[src/rtl/pipe_stage_reg.sv]
// Flow-controlled pipeline stage register carrying a payload and a control word,
// with an optional two-entry skid buffer and a synchronous flush that squashes to bubbles.
//
// Handshake: a beat moves on a rising edge when valid and ready are both high on that
// port. While out_valid_o is high, the beat on out_data_o/out_ctrl_o stays put until
// out_ready_i takes it. A beat offered in a flush cycle is dropped regardless of in_ready_o.
module pipe_stage_reg #(
  parameter int unsigned DATA_W = 96,
  parameter int unsigned CTRL_W = 8,
  parameter int unsigned SKID   = 1
) (
  input  logic              clk,
  input  logic              rst_n,
  input  logic              flush_i,
  input  logic              in_valid_i,
  output logic              in_ready_o,
  input  logic [DATA_W-1:0] in_data_i,
  input  logic [CTRL_W-1:0] in_ctrl_i,
  output logic              out_valid_o,
  input  logic              out_ready_i,
  output logic [DATA_W-1:0] out_data_o,
  output logic [CTRL_W-1:0] out_ctrl_o
);

  localparam bit USE_SKID = (SKID != 0);

  typedef enum logic [1:0] {
    S_EMPTY = 2'd0,
    S_ONE   = 2'd1,
    S_TWO   = 2'd2
  } state_e;

  state_e            state_q, state_d;
  logic [DATA_W-1:0] main_data_q, main_data_d;
  logic [CTRL_W-1:0] main_ctrl_q, main_ctrl_d;
  logic [DATA_W-1:0] skid_data_q, skid_data_d;
  logic [CTRL_W-1:0] skid_ctrl_q, skid_ctrl_d;
  logic              accept;
  logic              emit;

  assign out_valid_o = (state_q != S_EMPTY);

  // With the skid entry, ready comes straight from state flops; without it, ready
  // passes through out_ready_i so a full stage can be replaced in the same cycle.
  assign in_ready_o = USE_SKID ? (state_q != S_TWO)
                               : ((state_q == S_EMPTY) || out_ready_i);

  assign accept     = in_valid_i & in_ready_o;
  assign emit       = out_valid_o & out_ready_i;
  assign out_data_o = main_data_q;
  assign out_ctrl_o = out_valid_o ? main_ctrl_q : '0;

  always_comb begin
    state_d     = state_q;
    main_data_d = main_data_q;
    main_ctrl_d = main_ctrl_q;
    skid_data_d = skid_data_q;
    skid_ctrl_d = skid_ctrl_q;
    if (flush_i) begin
      state_d     = S_EMPTY;
      main_ctrl_d = '0;
    end else begin
      case (state_q)
        S_EMPTY: begin
          if (accept) begin
            state_d     = S_ONE;
            main_data_d = in_data_i;
            main_ctrl_d = in_ctrl_i;
          end
        end
        S_ONE: begin
          if (accept && emit) begin
            main_data_d = in_data_i;
            main_ctrl_d = in_ctrl_i;
          end else if (accept) begin
            state_d     = S_TWO;
            skid_data_d = in_data_i;
            skid_ctrl_d = in_ctrl_i;
          end else if (emit) begin
            state_d     = S_EMPTY;
            main_ctrl_d = '0;
          end
        end
        S_TWO: begin
          if (emit) begin
            state_d     = S_ONE;
            main_data_d = skid_data_q;
            main_ctrl_d = skid_ctrl_q;
          end
        end
        default: begin
          state_d     = S_EMPTY;
          main_ctrl_d = '0;
        end
      endcase
    end
  end

  always_ff @(posedge clk or negedge rst_n) begin
    if (!rst_n) begin
      state_q     <= S_EMPTY;
      main_data_q <= '0;
      main_ctrl_q <= '0;
      skid_data_q <= '0;
      skid_ctrl_q <= '0;
    end else begin
      state_q     <= state_d;
      main_data_q <= main_data_d;
      main_ctrl_q <= main_ctrl_d;
      skid_data_q <= skid_data_d;
      skid_ctrl_q <= skid_ctrl_d;
    end
  end

endmodule

[config.mk]
export PLATFORM = sky130hd
export DESIGN_NAME = pipe_stage_reg
export DESIGN_NICKNAME = d
export VERILOG_FILES = /design/src/rtl/pipe_stage_reg.sv
export SDC_FILE = /design/constraint.sdc
export NUM_CORES = 1
export LEC_CHECK = 0
export ABC_AREA = 1
export CELL_PAD_IN_SITES_DETAIL_PLACEMENT = 1
export CELL_PAD_IN_SITES_GLOBAL_PLACEMENT = 1
export CORE_AREA = 3 3 188 135
export DETAILED_ROUTE_END_ITERATION = 12
export DIE_AREA = 0 0 191 138
export GPL_TIMING_DRIVEN = 0
export PLACE_DENSITY = 0.86
export SETUP_SLACK_MARGIN = 0.05
export SLEW_MARGIN = 20
export SYNTH_ARGS = -nofsm -noshare
export SYNTH_HDL_FRONTEND = slang
export SYNTH_SLANG_ARGS = --single-unit
[constraint.sdc]
create_clock -name clk -period 4.03 [get_ports clk]
set_clock_uncertainty 0.2 [all_clocks]
set_input_delay 0.6045 -clock clk [delete_from_list [all_inputs] [get_ports clk]]
set_output_delay 0.6045 -clock clk [all_outputs]
set_load 0.01 [all_outputs]
# After elaboration in Yosys (flattened, before gate mapping)
# Index checks and enable logic that the tools add are counted.
# op_classes
eq_ne	12
n_mux	19
n_bitwise	4
n_reduce_logical	8
# ops
op	count
96-bit 2-to-1 mux	3
96-bit case mux with 3 select lines	1
8-bit 2-to-1 mux	7
8-bit case mux with 3 select lines	1
2-bit 2-to-1 mux	6
4-bit inequality test, second input constant	3
4-bit AND reduction	3
3-bit inequality test, second input constant	3
2-bit inequality test, second input constant	4
2-bit case mux with 3 select lines	1
5-bit AND reduction	1
3-bit nonzero test	1
1-bit AND	2
2-bit by 1-bit equality test with 1-bit output, second input constant	1
2-bit equality test, second input constant	1
2-bit logical NOT	1
1-bit inverter	2
2-bit nonzero test	1
1-bit logical AND	1
# word_totals
register_bits	210
input_bits	109
output_inout_bits	106
wordCells	48

# Longest topological paths before layout
# Gate-level depths: netlist of the first run.
# logic_depth
depth_word	7
mapped_depth	10
ltp_nobuf	7

# Worst setup path after synthesis of the first run
# Ideal clock, no wire load.
# synth_path
kind	input-to-reg
startpoint	input flush_i
endpoint	register skid_data_q[88]
setup_time_ns	0.131
arrival_ns	1.612
t_required_ns	3.699
slack_ns	2.087
stages	9
n_path_buf	3
cell_sequence	buf_2 -> inv_2 -> nand2_2 -> nor2_4 -> nand2_2 -> buf_2 -> buf_2 -> nand2_1 -> o21ai_0
# synth_via
elab_chain_cells	2
# synth_lines
element	line	text
start: declaration	14	input logic flush_i,
1-bit inverter (no line)	-	
4-bit AND reduction (no line)	-	
end signal: assignment	110	skid_data_q <= skid_data_d;
end: declaration	36	logic [DATA_W-1:0] skid_data_q, skid_data_d;
# Every way passes these cells.
# A chain may end at the register's enable or synchronous reset.

# Worst setup path after layout of the first run
# layout_path
startpoint	register state_q[1]
endpoint	output in_ready_o
# layout_via
elab_chain_cells	1
# layout_lines
element	line	text
start: declaration	33	state_e state_q, state_d;
start signal: assignment	107	state_q <= state_d;
2-bit inequality test	45	assign in_ready_o = USE_SKID ? (state_q != S_TWO)
end: declaration	16	output logic in_ready_o,
# Every way passes these cells.

==> out/results.tsv, run 1 <==
metric	value	unit
largest net degree at the start of global routing	96	
Mean Syn Cell Area	8.05	µm²
# setup viols final	0	
drt first pass iters	4	
Synth-to-Final Area Change	35.2	%
WS Path Type	reg -> out	
root buf cell	clkbuf_16	
Int Pwr	0.00523	W
Sw Ratio	33.2	%
RSZ-0062 raised after global routing	no	
DP Cell Count	1711	
worst endpoint required time	3.23	ns
max-cap viol count	0	
Synth Net Count	1287	
Setup crit start kind	register	
leakage power figure	6.26	nW
most common cell in the netlist	nand2_1	
Post-synth top cells	407 x nand2_1, 239 x o21ai_0, 210 x dfrtp_1, 110 x inv_1	
Peak supply drop	0.318	mV
Final WS setup	0.789	ns
total gr overflow	0	
Vias per Instance	5.05	
chip height	138	µm
final wirelength	32.0	mm
DRT iter0 DRCs	500	
Main synth FF type	dfrtp_1	
Hold Crit Depth	2	
Routability Congestion	0.776	
final core occ	54.3	%
FF+latch count, synth	210	
Row Count	47	
normalized max-slew margin	52.4	%
Mapped Cells	1178	
Non-Filler Instances	1752	
Yosys warnings	0	
Crit. End Element	primary output	
total CTS buffers	23	
Comb pwr share	31.1	%
status	finished, final reports clean	
Avg WL per Cell	18.3	µm
Max Slew Vio Count	0	
Synth Cell Area	9480	µm²
dpl hpwl	22.8	mm
top cells by area, synth	dfrtp_1 55%, nand2_1 16%, o21ai_0 13%	
CTS tree	done	
worst r2r path cells	8	
antenna-violating nets left	0	
Port-buffer cells	213	
measured slew at the worst slew-check pin	0.714	ns
clock sink count	210	
setup TNS	0	ns
gr usage total	23.9	%
H-Tree Depth	1	
DR vias	8847	
vias in the first global route	9314	
worst hold start	skid_ctrl_q[0]	
hold endpoint	skid_ctrl_q[0]	
share of layout cells above drive strength 1	7.04	%
worst-skew pair later-pin latency	0.51	ns
drt drc	0	
Seq/Total Area, Yosys	55.4	%
Sw Pwr	0.00259	W
Tmin final	3.24	ns
largest area contributor in the netlist	dfrtp_1	
core area	23600	µm²
clk buf depth	3	
share of Yosys cell area claimed by the top area cell type	55.4	%
Hold Fails Final Rpt	0	
Async SR Flop Fraction	100	%
r2r endpoint	out_data_o[27]	
Reg-to-Reg Start	state_q[0]	
Flop pwr share	42.3	%
Place WS	1.01	ns
crit-path max FO	10	
Die Width	191	µm
post-synth cell types	19	
Arr. time, crit path	2.44	ns
fmax	309	MHz
post-CTS setup buffers	0	
Hold WS	0.268	ns
die area	26400	µm²
# IOs	215	
initial antenna violation count	1	
first-pass GRT wire length	50.9	mm
clk slew on worst S/H paths	0.06	ns
PD cells	611	nW/µm²
Reg2Reg Setup Slack	1.73	ns
Nets	1528	
Ant. Diodes	0	
initial core utilization	40.2	%
Post-synth EDFFs	0	
Final Cycle Share	80.4	%
worst min path class	reg -> reg	
Clk pwr share	26.6	%
==> through the flow <==
step	area [µm²]	total power, W
after CTS	12800	0.00788
final	12800	0.00783
after detailed placement	12100	0.00577
after floorplan	9480	0.00437
after global routing	12800	0.00832
after global placement	12000	0.00561
==> how the worst max path moves through the flow <==
stage,start,end,slack [ns],cells past startpoint
6_report,state_q[1],in_ready_o,0.79,6
5_1_grt,state_q[1],in_ready_o,0.69,6
4_1_cts,state_q[1],in_ready_o,0.78,6
3_5_place_dp,out_ready_i,out_data_o[27],1.01,9
3_3_place_gp,rst_n,skid_data_q[81],-6.95,1
2_1_floorplan,flush_i,skid_data_q[88],2.09,9
==> sequential cells by signal (all words and copies together), names as in the netlist <==
name and count:
state_q 2, skid_ctrl_q 8, skid_data_q 96, out_data_o 96
main_ctrl_q 8
==> per-layer routing <==
metal  part of all wire [%]  wire length [µm]  global-route usage, %
met4                    1.5               495                   3.78
met3                    4.5              1440                   3.19
met2                     47             14900                   38.9
met5                  0.062                20                      0
met1                     47             15100                   35.1
==> placed cells by master (no fill, tap or decap) <==
| master | instances |
|---|---|
| dlygate4sd3_1 | 1 |
| inv_6 | 1 |
| o21ai_2 | 1 |
| nand3_1 | 19 |
| o21ai_0 | 239 |
| nor2_1 | 43 |
| dfrtp_1 | 210 |
| bufinv_16 | 1 |
| clkbuf_16 | 23 |
| nand2_2 | 3 |
| nand2_1 | 407 |
| buf_4 | 1 |
| buf_2 | 35 |
| a21oi_1 | 43 |
| buf_16 | 2 |
| clkinvlp_4 | 1 |
| clkinv_2 | 7 |
| clkbuf_8 | 5 |
| nor2_4 | 3 |
| buf_6 | 9 |
| nand2_4 | 3 |
| clkdlybuf4s50_1 | 212 |
| inv_1 | 110 |
| clkbuf_1 | 32 |
| o21ai_1 | 17 |
| inv_4 | 1 |
| buf_8 | 1 |
| nor2_8 | 1 |
| inv_2 | 3 |
==> power groups by stage <==
stage / registers [W] / logic [W] / clock network (W)
floorplan: 0.00339 / 0.000981 / 0
finish: 0.00331 / 0.00243 / 0.00208
global placement: 0.00330 / 0.00231 / 0
detailed placement: 0.00333 / 0.00244 / 0
CTS: 0.00330 / 0.00246 / 0.00212
global route: 0.00340 / 0.00270 / 0.00222
==> final cells by class <==
type                            instances  area (µm²)
Sequential cell                       210        5260
Fill cell                            2827       10800
Clock inverter                         10        81.3
Tap cell                              318         398
Buffer                                 75         397
Clock buffer                           30         652
Multi-Input combinational cell        779        3400
Timing Repair Buffer                  216        2200
Inverter                              114         430
==> logic make-up after synthesis <==
kind of cell | share of synthesized area [%]
and+or+nand+nor | 19.9
AOI/OAI and AO/OA | 15.9
DFF | 55.4
buffers and inverters | 8.73
==> worst max-delay path, cell delays in order, from the launching register on <==
cell and delay, ns:
dfrtp_1 0.46, inv_4 0.19, nor2_8 0.08, inv_2 0.10
buf_2 0.24, buf_2 0.28, clkdlybuf4s50_1 0.57
==> what timing repair did <==
action / 4_1_cts / 5_1_grt
hold buffers: 1 / 0
resized for setup: 0 / 0
hold endpoints to repair: 25 / 0
setup endpoints to repair: 0 / 0
No activity file was read; power rests on OpenSTA's default activity.
==> inputs of run 2 (changes only) <==
--- a/config.mk
+++ b/config.mk
@@ -8,11 +8,11 @@
 export ABC_AREA = 1
 export CELL_PAD_IN_SITES_DETAIL_PLACEMENT = 1
 export CELL_PAD_IN_SITES_GLOBAL_PLACEMENT = 1
-export CORE_AREA = 3 3 188 135
+export CORE_AREA = 3 3 196 140
 export DETAILED_ROUTE_END_ITERATION = 12
-export DIE_AREA = 0 0 191 138
+export DIE_AREA = 0 0 199 143
 export GPL_TIMING_DRIVEN = 0
-export PLACE_DENSITY = 0.86
+export PLACE_DENSITY = 0.81
 export SETUP_SLACK_MARGIN = 0.05
 export SLEW_MARGIN = 20
 export SYNTH_ARGS = -nofsm -noshare
==> constraint.sdc (replaced) <==
create_clock -name clk -period 3.1 [get_ports clk]
set_clock_uncertainty 0.2 [all_clocks]
set_input_delay 0.465 -clock clk [delete_from_list [all_inputs] [get_ports clk]]
set_output_delay 0.465 -clock clk [all_outputs]
set_load 0.01 [all_outputs]
==> out/results.tsv, run 2 (same netlist as run 1, synthesis figures left out) <==
metric	value	unit	change
status	finished, final reports clean		
Setup crit start kind	register		
largest net degree at the start of global routing	94		-2.1%
Hold WS	0.155	ns	-0.113 ns
Layout fillers	3098		+9.6%
Max Slew Vio Count	0		unchanged
final wirelength	31.6	mm	-1.3%
worst-skew pair later-pin latency	0.50	ns	about the same
Place WS	0.218	ns	-0.795 ns
Avg WL per Cell	18.0	µm	-1.8%
max-cap viol count	0		unchanged
DR vias	8769		-0.88%
Comb pwr share	30.9	%	-0.2 points
normalized max-slew margin	53.4	%	+0.97 points
met1 WL	15.4	mm	+1.9%
most frequent cells in the layout	407 x nand2_1, 239 x o21ai_0, 212 x clkdlybuf4s50_1, 209 x dfrtp_1, 110 x inv_1		
clk buf depth	3		unchanged
initial core utilization	36.9	%	-3.3 points
core area	25700	µm²	+8.9%
measured slew at the worst slew-check pin	0.700	ns	-0.0145 ns
total gr overflow	0		unchanged
routed length on met3	1.56	mm	+8.3%
crit path max-delay cell type	clkdlybuf4s50_1		
fmax	338	MHz	
PD cells	792	nW/µm²	+30%
Vias per Instance	4.98		-1.4%
CTS tree	done		
Critical Path Stages	6		unchanged
antenna-violating nets left	0		unchanged
H-Tree Depth	1		unchanged
Clk pwr share	26.8	%	+0.2 points
Reg-to-Reg Start	state_q[0]		
Top delay family on crit path	buffers and inverters		
root buf cell	clkbuf_16		
WS Path Type	reg -> out		
r2r endpoint	out_data_o[30]		
# IOs	215		unchanged
Die Width	199	µm	+4.2%
Hold Crit Depth	4		+2
crit path from	state_q[1]		
WP buf/inv	5		unchanged
multi-input combinational cell area	3400	µm²	unchanged
Sw Ratio	32.6	%	-0.58 points
DRT iter0 DRCs	431		-14%
Arr. time, crit path	2.30	ns	-0.14 ns
Nets	1528		unchanged
dpl hpwl	22.4	mm	-1.3%
vias in the first global route	9194		-1.3%
Reg2Reg Setup Slack	0.85	ns	-0.88 ns
critical path's largest stage delay	0.56	ns	about the same
Final Cycle Share	95.5	%	
crit-path max FO	10		unchanged
Met2 Wirelength	14.0	mm	-6.1%
Tmin final	2.96	ns	
Flop pwr share	42.3	%	about the same
RSZ-0062 raised after global routing	no		
clk slew on worst S/H paths	0.06	ns	about the same
drt drc	0		unchanged
initial antenna violation count	3		+2
Synth-to-Final Area Change	35.4	%	
worst r2r path cells	10		+2
chip height	143	µm	+3.6%
Peak supply drop	0.342	mV	+7.3%
Final WS setup	0.139	ns	-0.650 ns
total CTS buffers	23		unchanged
# setup viols final	0		unchanged
leakage power figure	6.26	nW	about the same
Port-buffer cells	213		unchanged
worst min path class	in -> reg		
Sw Pwr	0.00331	W	+28%
gr usage total	22.2	%	-1.7 points
share of layout cells above drive strength 1	6.92	%	-0.12 points
Row Count	49		+4.3%
clock sink count	210		unchanged
Int Pwr	0.00685	W	+31%
drt first pass iters	5		+1
first-pass GRT wire length	50.4	mm	-1.0%
register area	5260	µm²	about the same
most common cell after layout, fill and taps aside	nand2_1		
die area	28500	µm²	+8.0%
top sig layer	met5		
Hold Fails Final Rpt	0		unchanged
CP Capture Point	in_ready_o		
Routability Congestion	0.775		-0.22%
Ant. Diodes	0		unchanged
worst endpoint required time	2.43	ns	-0.80 ns
Crit. End Element	primary output		
CP cell instances	inv_4, nor2_8, inv_2, clkbuf_4, buf_4, clkdlybuf4s50_1		
## run 2: cell count changes in the layout (fill, tap and decap cells not counted), sizes merged
| cell | previous run | this run |
|---|---|---|
| inv | 115 | 114 |
| clkbuf | 60 | 63 |
| clkinv | 7 | 3 |
| buf | 48 | 47 |
| clkinvlp | 1 | 0 |
## run 2: power groups by stage
stage | combinational, W | clock (W) | sequential, W
after global placement | 0.00303 | 0 | 0.00429
after detailed placement | 0.00317 | 0 | 0.00432
after floorplan | 0.00128 | 0 | 0.00441
final | 0.00314 | 0.00273 | 0.00430
after CTS | 0.00318 | 0.00277 | 0.00430
after global routing | 0.00350 | 0.00291 | 0.00442
## run 2: metal layers
metal | track usage, % | vias to the layer above
li1 | - | 4190
met1 | 32.8 | 4332
met2 | 35.4 | 201
met3 | 3.40 | 40
met4 | 3.95 | 6
met5 | 0 | -
## run 2: metrics by stage
step / total power [W] / instance area (µm²) / util, % / cells / TNS, ns
2_1_floorplan: 0.00568 / 9480 / - / 1178 / 0
3_3_place_gp: 0.00732 / 12000 / 46.8 / 1722 / -1642.77
3_5_place_dp: 0.00749 / 12100 / 47.0 / 1724 / 0
4_1_cts: 0.0103 / 12800 / 49.9 / 1761 / 0
5_1_grt: 0.0108 / 12800 / 50.0 / 1761 / 0
6_report: 0.0102 / 12800 / 50.0 / 1761 / 0
## run 2: tightest hold or removal path, stage by stage
cell	delay [ns]
buf_2	0.19
a21oi_1	0.06
nand2_1	0.06
nand2_1	0.04
## run 2: what timing repair did
action                     in CTS  in global routing
setup buffers                   0                  0
setup endpoints to repair       1                  1
gates resized for setup         1                  2
hold endpoints to repair       50                  0
hold buffers                    1                  0
## run 2: final cells by class
cell class / instances / area share (%)
flip-flops and latches: 210 / 41.0
multi-input cells: 779 / 26.5
repair buffers: 216 / 17.2
clock buffers: 32 / 5.37
inverters: 114 / 3.35
well taps: 331 / 3.23
plain buffers: 75 / 3.13
clock inverters: 4 / 0.351
## run 2: worst min-delay path by stage
stage	startpoint	end
after global routing	flush_i	main_ctrl_q[5]
after CTS	flush_i	main_ctrl_q[5]
after floorplan	rst_n	main_ctrl_q[0]
after detailed placement	rst_n	main_ctrl_q[1]
final	flush_i	main_ctrl_q[5]
after global placement	skid_ctrl_q[5]	skid_ctrl_q[5]
==> inputs of run 3 (changes only) <==
--- a/config.mk
+++ b/config.mk
@@ -6,12 +6,12 @@
 export NUM_CORES = 1
 export LEC_CHECK = 0
 export ABC_AREA = 1
+export CAP_MARGIN = 20
 export CELL_PAD_IN_SITES_DETAIL_PLACEMENT = 1
 export CELL_PAD_IN_SITES_GLOBAL_PLACEMENT = 1
 export CORE_AREA = 3 3 196 140
 export DETAILED_ROUTE_END_ITERATION = 12
 export DIE_AREA = 0 0 199 143
-export GPL_TIMING_DRIVEN = 0
 export PLACE_DENSITY = 0.81
 export SETUP_SLACK_MARGIN = 0.05
 export SLEW_MARGIN = 20
==> out/results.tsv, run 3 (same netlist as run 1, synthesis figures left out) <==
metric	value	unit	change
status	finished, final reports clean		
Tmin final	2.61	ns	-0.353 ns
PD cells	800	nW/µm²	+0.97%
final core occ	49.3	%	-0.64 points
crit path from	state_q[0]		
setup TNS	0	ns	unchanged
normalized max-slew margin	56.5	%	+3.1 points
Arr. time, crit path	1.94	ns	-0.36 ns
worst-skew pair later-pin latency	0.50	ns	about the same
DR vias	8471		-3.4%
register area	5260	µm²	about the same
drt first pass iters	4		-1
Reg2Reg Setup Slack	0.85	ns	about the same
share of layout cells above drive strength 1	5.09	%	-1.8 points
CP Capture Point	out_valid_o		
crit-path max FO	10		unchanged
Crit. End Element	primary output		
WS Path Type	reg -> out		
Int Pwr	0.00686	W	about the same
measured slew at the worst slew-check pin	0.652	ns	-0.0471 ns
Vias per Instance	4.96		-0.34%
Final Cycle Share	84.1	%	-11 points
clk buf depth	3		unchanged
DRT iter0 DRCs	439		+1.9%
Clk pwr share	27.1	%	+0.3 points
worst r2r path cells	6		-4
chip height	143	µm	unchanged
Post-Layout Inst Area	12700	µm²	-1.3%
most frequent cells in the layout	407 x nand2_1, 239 x o21ai_0, 213 x clkdlybuf4s50_1, 210 x dfrtp_1, 110 x inv_1		
final wirelength	29.1	mm	-8.0%
fmax	383	MHz	+14%
Setup crit start kind	register		
Routability Congestion	0.792		+2.2%
r2r endpoint	skid_data_q[78]		
Hold Fails Final Rpt	0		unchanged
worst min path class	reg -> reg		
# setup viols final	0		unchanged
largest net degree at the start of global routing	135		+44%
clock sink count	210		unchanged
H-Tree Depth	1		unchanged
vias in the first global route	8894		-3.3%
Synth-to-Final Area Change	33.7	%	
Row Count	49		unchanged
Nets	1470		-3.8%
post-CTS setup buffers	0		unchanged
Sw Pwr	0.00327	W	-1.1%
antenna-violating nets left	0		unchanged
initial antenna violation count	1		-2
Max Slew Vio Count	0		unchanged
Die Width	199	µm	unchanged
dpl hpwl	19.3	mm	-14%
CTS tree	done		
Sw Ratio	32.3	%	-0.26 points
Avg WL per Cell	17.0	µm	-5.1%
Reg-to-Reg Start	state_q[0]		
first-pass GRT wire length	46.8	mm	-7.1%
leakage power figure	6.15	nW	-1.7%
Peak supply drop	0.358	mV	+4.7%
Port-buffer cells	214		+0.47%
initial core utilization	36.9	%	unchanged
total gr overflow	0		unchanged
Post-Place Cell Area	11900	µm²	-1.4%
Flop pwr share	42.6	%	+0.3 points
Layout fillers	3022		-2.5%
total CTS buffers	23		unchanged
worst endpoint required time	2.43	ns	about the same
# IOs	215		unchanged
die area	28500	µm²	unchanged
most common cell after layout, fill and taps aside	nand2_1		
max-cap viol count	0		unchanged
root buf cell	clkbuf_16		
clk slew on worst S/H paths	0.06	ns	about the same
Comb pwr share	30.3	%	-0.6 points
RSZ-0062 raised after global routing	no		
core area	25700	µm²	unchanged
drt drc	0		unchanged
Ant. Diodes	0		unchanged
gr usage total	20.4	%	-1.9 points
multi-input combinational cell area	3420	µm²	+0.63%
-- run 3: power by group through the flow --
stage | registers (W) | clock network (W) | logic (W)
after floorplan | 0.00441 | 0 | 0.00128
after global placement | 0.00431 | 0 | 0.00296
after detailed placement | 0.00435 | 0 | 0.00311
after CTS | 0.00432 | 0.00281 | 0.00313
after global routing | 0.00444 | 0.00296 | 0.00344
final | 0.00432 | 0.00274 | 0.00307
-- run 3: worst max-delay path, cell delays in order (launching register included) --
cell and delay, ns:
dfrtp_1 0.52, nor2_4 0.32, inv_2 0.11, clkdlybuf4s50_1 0.49
-- run 3: what timing repair did --
item,4_1_cts,5_1_grt
endpoints found under the hold margin,63,0
resized for setup,0,0
hold buffers,1,0
-- run 3: final cells by class --
cell class | instances | area share (%)
Sequential cell | 210 | 41.5
Multi-Input combinational cell | 779 | 27.0
Timing Repair Buffer | 233 | 19.0
Clock buffer | 32 | 5.20
Inverter | 114 | 3.40
Tap cell | 331 | 3.27
Clock inverter | 8 | 0.711
-- run 3: how the worst min path moves through the flow --
stage                         from              to  depth (start not counted)
floorplan                    rst_n  main_ctrl_q[0]                          0
global placement    skid_ctrl_q[3]  skid_ctrl_q[3]                          2
detailed placement  skid_ctrl_q[0]  skid_ctrl_q[0]                          2
CTS                 skid_ctrl_q[4]  skid_ctrl_q[4]                          2
global route        skid_ctrl_q[0]  skid_ctrl_q[0]                          2
finish              skid_ctrl_q[4]  skid_ctrl_q[4]                          2
-- run 3: metrics by stage --
stage          hold WS [ns]  cells  power (W)  worst slack [ns]
6_report              0.275   1707     0.0101             0.492
5_1_grt               0.293   1707     0.0108             0.390
4_1_cts               0.278   1707     0.0103             0.465
3_5_place_dp          0.264   1666    0.00746             0.504
3_3_place_gp          0.253   1666    0.00726             0.608
2_1_floorplan       -0.0306   1178    0.00568              1.30
-- run 3: per-layer routing --
metal  vias up  track usage (%)  wire length [µm]
met1      4195             28.8             13700
met2       178             33.3             13400
met5         -                0                17
met3        30             4.15              1540
met4         2             3.29               392
li1       4066                -                 -
